**config.mk**
```make
export PLATFORM = sky130hd
export DESIGN_NAME = ts_pkt_packer
export DESIGN_NICKNAME = d
export VERILOG_FILES = /design/src/rtl/ts_pkg.sv /design/src/rtl/ts_pkt_ram.sv /design/src/rtl/ts_pkt_packer.sv
export SDC_FILE = /design/constraint.sdc
export NUM_CORES = 2
export LEC_CHECK = 0
export CAP_MARGIN = 0
export CORE_ASPECT_RATIO = 0.8
export CORE_UTILIZATION = 60
export DETAILED_ROUTE_END_ITERATION = 8
export GPL_ROUTABILITY_DRIVEN = 0
export PLACE_DENSITY = 0.77
export REMOVE_ABC_BUFFERS = 1
export SYNTH_ARGS = -nofsm -noshare
export SYNTH_HDL_FRONTEND = slang
export SYNTH_SLANG_ARGS = --single-unit
```
**constraint.sdc**
```tcl
create_clock -name clk -period 5.5 [get_ports clk]
set_input_delay 0.55 -clock clk [delete_from_list [all_inputs] [get_ports clk]]
set_output_delay 0.55 -clock clk [all_outputs]
set_load 0.01 [all_outputs]
```
**src/rtl/ts_pkg.sv**
```systemverilog
// ----------------------------------------------------------------------
// ts_pkg: shared constants and sync-state type for the TS packet packer
// Rev 1.0
// ----------------------------------------------------------------------
`default_nettype none

package ts_pkg;

   localparam logic [7:0] TS_SYNC      = 8'h47;
   localparam int         TS_PKT_BYTES = 188;
   localparam int         TS_PKT_WORDS = 47;
   localparam int         TS_TAG_BIT   = 32;

   typedef enum logic [1:0] {
      HUNT   = 2'd0,
      VERIFY = 2'd1,
      LOCKED = 2'd2
   } sync_state_t;

endpackage

`default_nettype wire

```
**src/rtl/ts_pkt_ram.sv**
```systemverilog
// ----------------------------------------------------------------------
// ts_pkt_ram: two-bank packet store, one write port, registered read port
// Rev 1.0
// ----------------------------------------------------------------------
`default_nettype none

module ts_pkt_ram
   import ts_pkg::*;
(
   input  logic        clk,
   input  logic        wr_en,
   input  logic [6:0]  wr_addr,
   input  logic [31:0] wr_data,
   input  logic        rd_en,
   input  logic [6:0]  rd_addr,
   output logic [31:0] rd_data
);

   localparam int DEPTH = 2 * TS_PKT_WORDS;

   logic [31:0] mem [DEPTH];

   always_ff @(posedge clk) begin
      if (wr_en)
         mem[wr_addr] <= wr_data;
      if (rd_en)
         rd_data <= mem[rd_addr];
   end

endmodule

`default_nettype wire

```
**src/rtl/ts_pkt_packer.sv**
```systemverilog
// ----------------------------------------------------------------------
// ts_pkt_packer: TS sync tracker, 32-bit packer and tagged burst reader
// Rev 1.0
// ----------------------------------------------------------------------
`default_nettype none

module ts_pkt_packer
   import ts_pkg::*;
#(
   parameter int LOCK_CNT   = 3,
   parameter int UNLOCK_CNT = 3
) (
   input  logic        clk,
   input  logic        rst,
   input  logic [7:0]  byte_din,
   input  logic        byte_din_en,
   input  logic [7:0]  chan_id,
   output logic [32:0] ts_dout,
   output logic        ts_dout_en,
   output logic        sync_lock,
   output logic [15:0] drop_cnt
);

   localparam logic [7:0] LAST_BYTE   = 8'(TS_PKT_BYTES - 1);
   localparam logic [5:0] LAST_WORD   = 6'(TS_PKT_WORDS - 1);
   localparam logic [6:0] BANK1_BASE  = 7'(TS_PKT_WORDS);
   localparam logic [7:0] LOCK_LAST   = 8'(LOCK_CNT - 1);
   localparam logic [7:0] UNLOCK_LAST = 8'(UNLOCK_CNT - 1);

   sync_state_t state;
   logic [7:0]  bcnt, good, bad;
   logic        keep;
   logic [23:0] acc;
   logic        wr_ptr, rd_ptr;
   logic [1:0]  full, full_nxt;
   logic [7:0]  bank_chan [2];
   logic        rd_busy;
   logic [5:0]  rd_word;

   logic        is_sync, at_start, sync_ok, start_pkt, drop_now;
   logic        keep_byte, pkt_done, rd_start, rd_last;
   logic        wr_en, rd_en;
   logic [6:0]  wr_addr, rd_addr;
   logic [31:0] wr_data, rd_data;
   logic [32:0] tag_word;

   always_comb begin
      is_sync   = (byte_din == TS_SYNC);
      at_start  = byte_din_en && (bcnt == 8'd0);
      sync_ok   = is_sync && ((state == LOCKED) ||
                              ((state == VERIFY) && (good == LOCK_LAST)));
      start_pkt = 1'b0;
      drop_now  = 1'b0;
      // A good sync into a still-full bank is dropped, as is any bad sync while locked.
      if (at_start && sync_ok) begin
         start_pkt = !full[wr_ptr];
         drop_now  = full[wr_ptr];
      end else if (at_start && (state == LOCKED)) begin
         drop_now  = 1'b1;
      end

      keep_byte = byte_din_en && (start_pkt || keep);
      wr_en     = keep_byte && (bcnt[1:0] == 2'b11);
      wr_addr   = (wr_ptr ? BANK1_BASE : 7'd0) + {1'b0, bcnt[7:2]};
      wr_data   = {acc, byte_din};
      pkt_done  = keep_byte && (bcnt == LAST_BYTE);

      rd_start  = !rd_busy && full[rd_ptr];
      rd_last   = rd_busy && (rd_word == LAST_WORD);
      rd_en     = rd_start || (rd_busy && !rd_last);
      rd_addr   = (rd_ptr ? BANK1_BASE : 7'd0) +
                  {1'b0, (rd_busy ? rd_word + 6'd1 : 6'd0)};

      full_nxt = full;
      if (rd_last)
         full_nxt[rd_ptr] = 1'b0;
      if (pkt_done)
         full_nxt[wr_ptr] = 1'b1;

      tag_word             = '0;
      tag_word[TS_TAG_BIT] = 1'b1;
      tag_word[7:0]        = bank_chan[rd_ptr];
   end

   assign sync_lock = (state == LOCKED);

   always_ff @(posedge clk) begin
      if (rst) begin
         state    <= HUNT;
         bcnt     <= 8'd0;
         good     <= 8'd0;
         bad      <= 8'd0;
         keep     <= 1'b0;
         wr_ptr   <= 1'b0;
         full     <= 2'b00;
         drop_cnt <= 16'd0;
      end else begin
         full <= full_nxt;
         if (drop_now && (drop_cnt != 16'hFFFF))
            drop_cnt <= drop_cnt + 16'd1;
         if (start_pkt)
            keep <= 1'b1;
         if (pkt_done) begin
            keep   <= 1'b0;
            wr_ptr <= ~wr_ptr;
         end
         if (byte_din_en) begin
            case (state)
               HUNT: begin
                  if (is_sync) begin
                     bcnt  <= 8'd1;
                     good  <= 8'd1;
                     state <= VERIFY;
                  end
               end
               VERIFY: begin
                  bcnt <= (bcnt == LAST_BYTE) ? 8'd0 : bcnt + 8'd1;
                  if (bcnt == 8'd0) begin
                     if (!is_sync) begin
                        state <= HUNT;
                        bcnt  <= 8'd0;
                     end else if (good == LOCK_LAST) begin
                        state <= LOCKED;
                        bad   <= 8'd0;
                     end else begin
                        good <= good + 8'd1;
                     end
                  end
               end
               LOCKED: begin
                  bcnt <= (bcnt == LAST_BYTE) ? 8'd0 : bcnt + 8'd1;
                  if (bcnt == 8'd0) begin
                     if (is_sync) begin
                        bad <= 8'd0;
                     end else if (bad == UNLOCK_LAST) begin
                        state <= HUNT;
                        bad   <= 8'd0;
                        bcnt  <= 8'd0;
                        keep  <= 1'b0;
                     end else begin
                        bad <= bad + 8'd1;
                     end
                  end
               end
               default: state <= HUNT;
            endcase
         end
      end
   end

   // Big-endian packing: the three most recent bytes wait here for the fourth.
   always_ff @(posedge clk) begin
      if (keep_byte)
         acc <= {acc[15:0], byte_din};
      if (start_pkt)
         bank_chan[wr_ptr] <= chan_id;
   end

   always_ff @(posedge clk) begin
      if (rst) begin
         rd_busy    <= 1'b0;
         rd_word    <= 6'd0;
         rd_ptr     <= 1'b0;
         ts_dout    <= 33'd0;
         ts_dout_en <= 1'b0;
      end else begin
         ts_dout_en <= rd_start || rd_busy;
         if (rd_start) begin
            ts_dout <= tag_word;
            rd_busy <= 1'b1;
            rd_word <= 6'd0;
         end else if (rd_busy) begin
            ts_dout <= {1'b0, rd_data};
            rd_word <= rd_word + 6'd1;
            if (rd_last) begin
               rd_busy <= 1'b0;
               rd_ptr  <= ~rd_ptr;
            end
         end else begin
            ts_dout <= 33'd0;
         end
      end
   end

   ts_pkt_ram u_ram (
      .clk     (clk),
      .wr_en   (wr_en),
      .wr_addr (wr_addr),
      .wr_data (wr_data),
      .rd_en   (rd_en),
      .rd_addr (rd_addr),
      .rd_data (rd_data)
   );

endmodule

`default_nettype wire
```
==> metrics <==
status completed; RSZ-0062 raised after global routing no; power share of the clock group a little over two fifths; Ports 70; die footprint around 200000 sq um; sw power 8919 uW; Gate power share 0.3%; yosys warns 0; R2R Path End u_ram.rd_data[18]; Hold Violations, Final 0; kind of cell adding the most delay to the critical path adder cells; number of I/O port buffers 69; crit-path cells inv_1, ha_1, nor2b_1, fa_4, buf_12, buf_12, buf_4, mux4_2, mux4_2, nor3_1, nor4_1; Clock Skew about 0.07 ns; max_cap viols 0; Slew HR 8.580%; worst skew pair latency roughly 0.94 ns; TNS Setup 0 ns; antenna violations before repair 30; Top FF cell, synth edfxtp_1; crit path kind register to register; synthesized area per cell roughly 23 sq um; DR WL/cell between 30 and 40 um; Async SR Flop Fraction 0%; commonest non-fill, non-tap cell in the layout edfxtp_1; final worst setup slack 0.1595 ns; Tcrit/Tclk final 97.10%; row count roughly 150; post-CTS sizing 0; CTS tree built; Post-Layout Inst Area ~140000 sq um; internal power between 30000 and 40000 uW; routed wire length around 320 mm; Reg power frac between 50 and 60%; GR Util All Layers a little under a third; PwrDens 338.9 nW/um^2; Hold WC Path Type primary input to register; largest net degree at the start of global routing 96; # nets final between 5000 and 6000; Vias a little over 60000; hold endpoint u_ram.mem[91][4]; share of layout cells above drive strength 1 29.51%; # DRC 0; CP Capture Type register; CP bufs+invs 4; vias in the first global route ~61000; DR vias/cell just over 7; Unique masters post-synth 73; leakage 0.04161 uW; Post-synth EDFFs between 3000 and 4000; final hold slack approximately 0.096 ns; crit path launch type register; Cell Area, Placed between 100000 and 150000 sq um; Routed Antenna Nets 0; filler cell count 11470; most frequent cells in the layout 3080 x edfxtp_1, 891 x mux4_2, 311 x clkbuf_16; Post-Synthesis Cell Area about 120000 sq um; CTS max path bufs 4; Worst path slowest cell nor3_1; Arr. time, crit path about 5.9 ns; VDD IR max between 0.0003 and 0.0004 V; DIE HEIGHT 404.1 um; number of CTS-inserted buffers 304; source of the worst hold timing path byte_din[4]; DR iter-0 viols 10360; clock sink count ~3200; total gr overflow 0; Die W 504.6 um; Crit path largest cell delay 1.04 ns; Finish-stage setup viols 0; Initial Utilization 60.42%; Layout Utilization about two thirds; H-tree lvl count 5; Synth Register Bits 3169; Switching Share a little under 20%; Max Slew Vio Count 0; hold path depth 1; crit path max fanout 41; drt pass-1 iters 6; Seq/Total Area, Yosys between 70 and 80%; required time of the worst setup path about 6.1 ns; instance count of the mapped netlist ~5200; DP Worst Slack around 0.38 ns; core area 200700 sq um; worst reg2reg path depth 11; hpwl dp 169.3 mm; reg2reg setup slack roughly 0.16 ns; Area growth syn-to-layout 12.81%; Least-Margin Pin Slew roughly 1.4 ns; global-route wire length before repair 450.9 mm; clock slew at reported path FFs around 0.07 ns; clk root buf clkbuf_16; Final min period between 5 and 6 ns; Achievable Freq about 190 MHz; worst r2r src rd_word[0]
metrics by stage:
step	instances	total power [uW]
finish	8532	46360
global route	8526	47310
CTS	8525	46490
detailed placement	8003	26820
global placement	8003	26810
floorplan	4954	26690
power groups by stage:
stage / logic, uW / clock network (uW) / registers (uW)
5_1_grt: 155 / 21000 / 26100
6_report: 151 / 20100 / 26200
4_1_cts: 147 / 20200 / 26200
3_5_place_dp: 145 / 0 / 26700
3_3_place_gp: 137 / 0 / 26700
2_1_floorplan: 8.89 / 0 / 26700
cell usage after synthesis, types with 3 or more instances:
cell / n / area (sq um)
edfxtp_1: 3080 / 92490
mux4_2: 891 / 20070
nor2_1: 253 / 949.7
clkbuf_1: 119 / 446.7
buf_2: 95 / 475.5
dfxtp_1: 89 / 1782
mux2i_1: 81 / 810.8
nor3_1: 69 / 345.3
a21oi_1: 51 / 255.2
nor4_1: 43 / 269.0
xnor2_1: 35 / 306.5
nand2_1: 33 / 123.9
o22ai_1: 32 / 200.2
o32ai_1: 32 / 280.3
and2_1: 31 / 193.9
buf_4: 29 / 217.7
ha_1: 22 / 275.3
inv_1: 22 / 82.58
buf_1: 19 / 71.32
nand4_1: 16 / 100.1
nand3_1: 14 / 70.07
o21ai_0: 12 / 60.06
xor2_1: 12 / 105.1
buf_6: 11 / 123.9
a211oi_1: 10 / 75.07
and3_1: 10 / 62.56
nor2b_1: 9 / 56.30
a21o_1: 8 / 60.06
nor4b_1: 8 / 70.07
o211ai_1: 8 / 60.06
o21ai_1: 7 / 35.03
or3_1: 7 / 43.79
a31oi_1: 5 / 31.28
o2111ai_1: 5 / 43.79
and4_1: 4 / 35.03
mux2_2: 4 / 45.04
a31o_2: 3 / 26.28
nand2b_1: 3 / 18.77
o21bai_1: 3 / 22.52
state kept, by name, indices dropped and copies added, names as in the netlist, 8 cells and up, named ones only:
register       count
acc               24
bad                8
bank_chan         16
bcnt               8
drop_cnt          16
good               8
ts_dout           33
u_ram.mem       3008
u_ram.rd_data     32
final cells by class:
cell class	instances	area (sq um)	share of cell area (%)
Timing Repair Buffer	369	3398	2.485
Tap cell	2682	3356	2.453
Inverter	23	86.33	0.06312
Clock buffer	380	8102	5.923
Multi-Input combinational cell	1762	26400	19.30
Antenna cell	7	17.52	0.01281
Sequential cell	3169	94270	68.92
Clock inverter	140	1145	0.8370
repair_timing:
action	CTS	global route
hold endpoints to repair	14	0
setup buffers	0	0
hold buffers	2	0
per-layer routing:
metal  routed length (um)  part of all wire, %  global-route usage [%]
met2               152400                   47                   49.14
met3                43750                   14                   9.094
met1               110700                   34                   43.51
met4                14500                  4.5                   12.84
met5                  306                0.095                       0
worst max path at each step:
stage	from	endpoint	slack [ns]	depth (start not counted)
finish	rd_word[0]	u_ram.rd_data[18]	0.16	11
global route	rd_word[0]	u_ram.rd_data[18]	0.13	11
CTS	rd_word[0]	u_ram.rd_data[18]	0.35	11
detailed placement	rd_word[0]	u_ram.rd_data[18]	0.38	11
global placement	rd_busy	u_ram.rd_data[18]	0.45	9
floorplan	rd_busy	u_ram.rd_data[30]	-26.00	7
kinds of logic (layout without fill, tap and decap cells):
family          after synthesis  count (layout)  share of synthesized area [%]
buf+inv                     297             912                          1.178
simple gates                518             518                          2.089
mux                         977             977                          17.27
other cells                   0               7                              0
flops                      3169            3169                          77.75
xor+xnor                     47              47                         0.3395
compound gates              196             196                          1.108
fa+ha+maj                    24              24                         0.2600
Power figures use the tool's default switching activity.
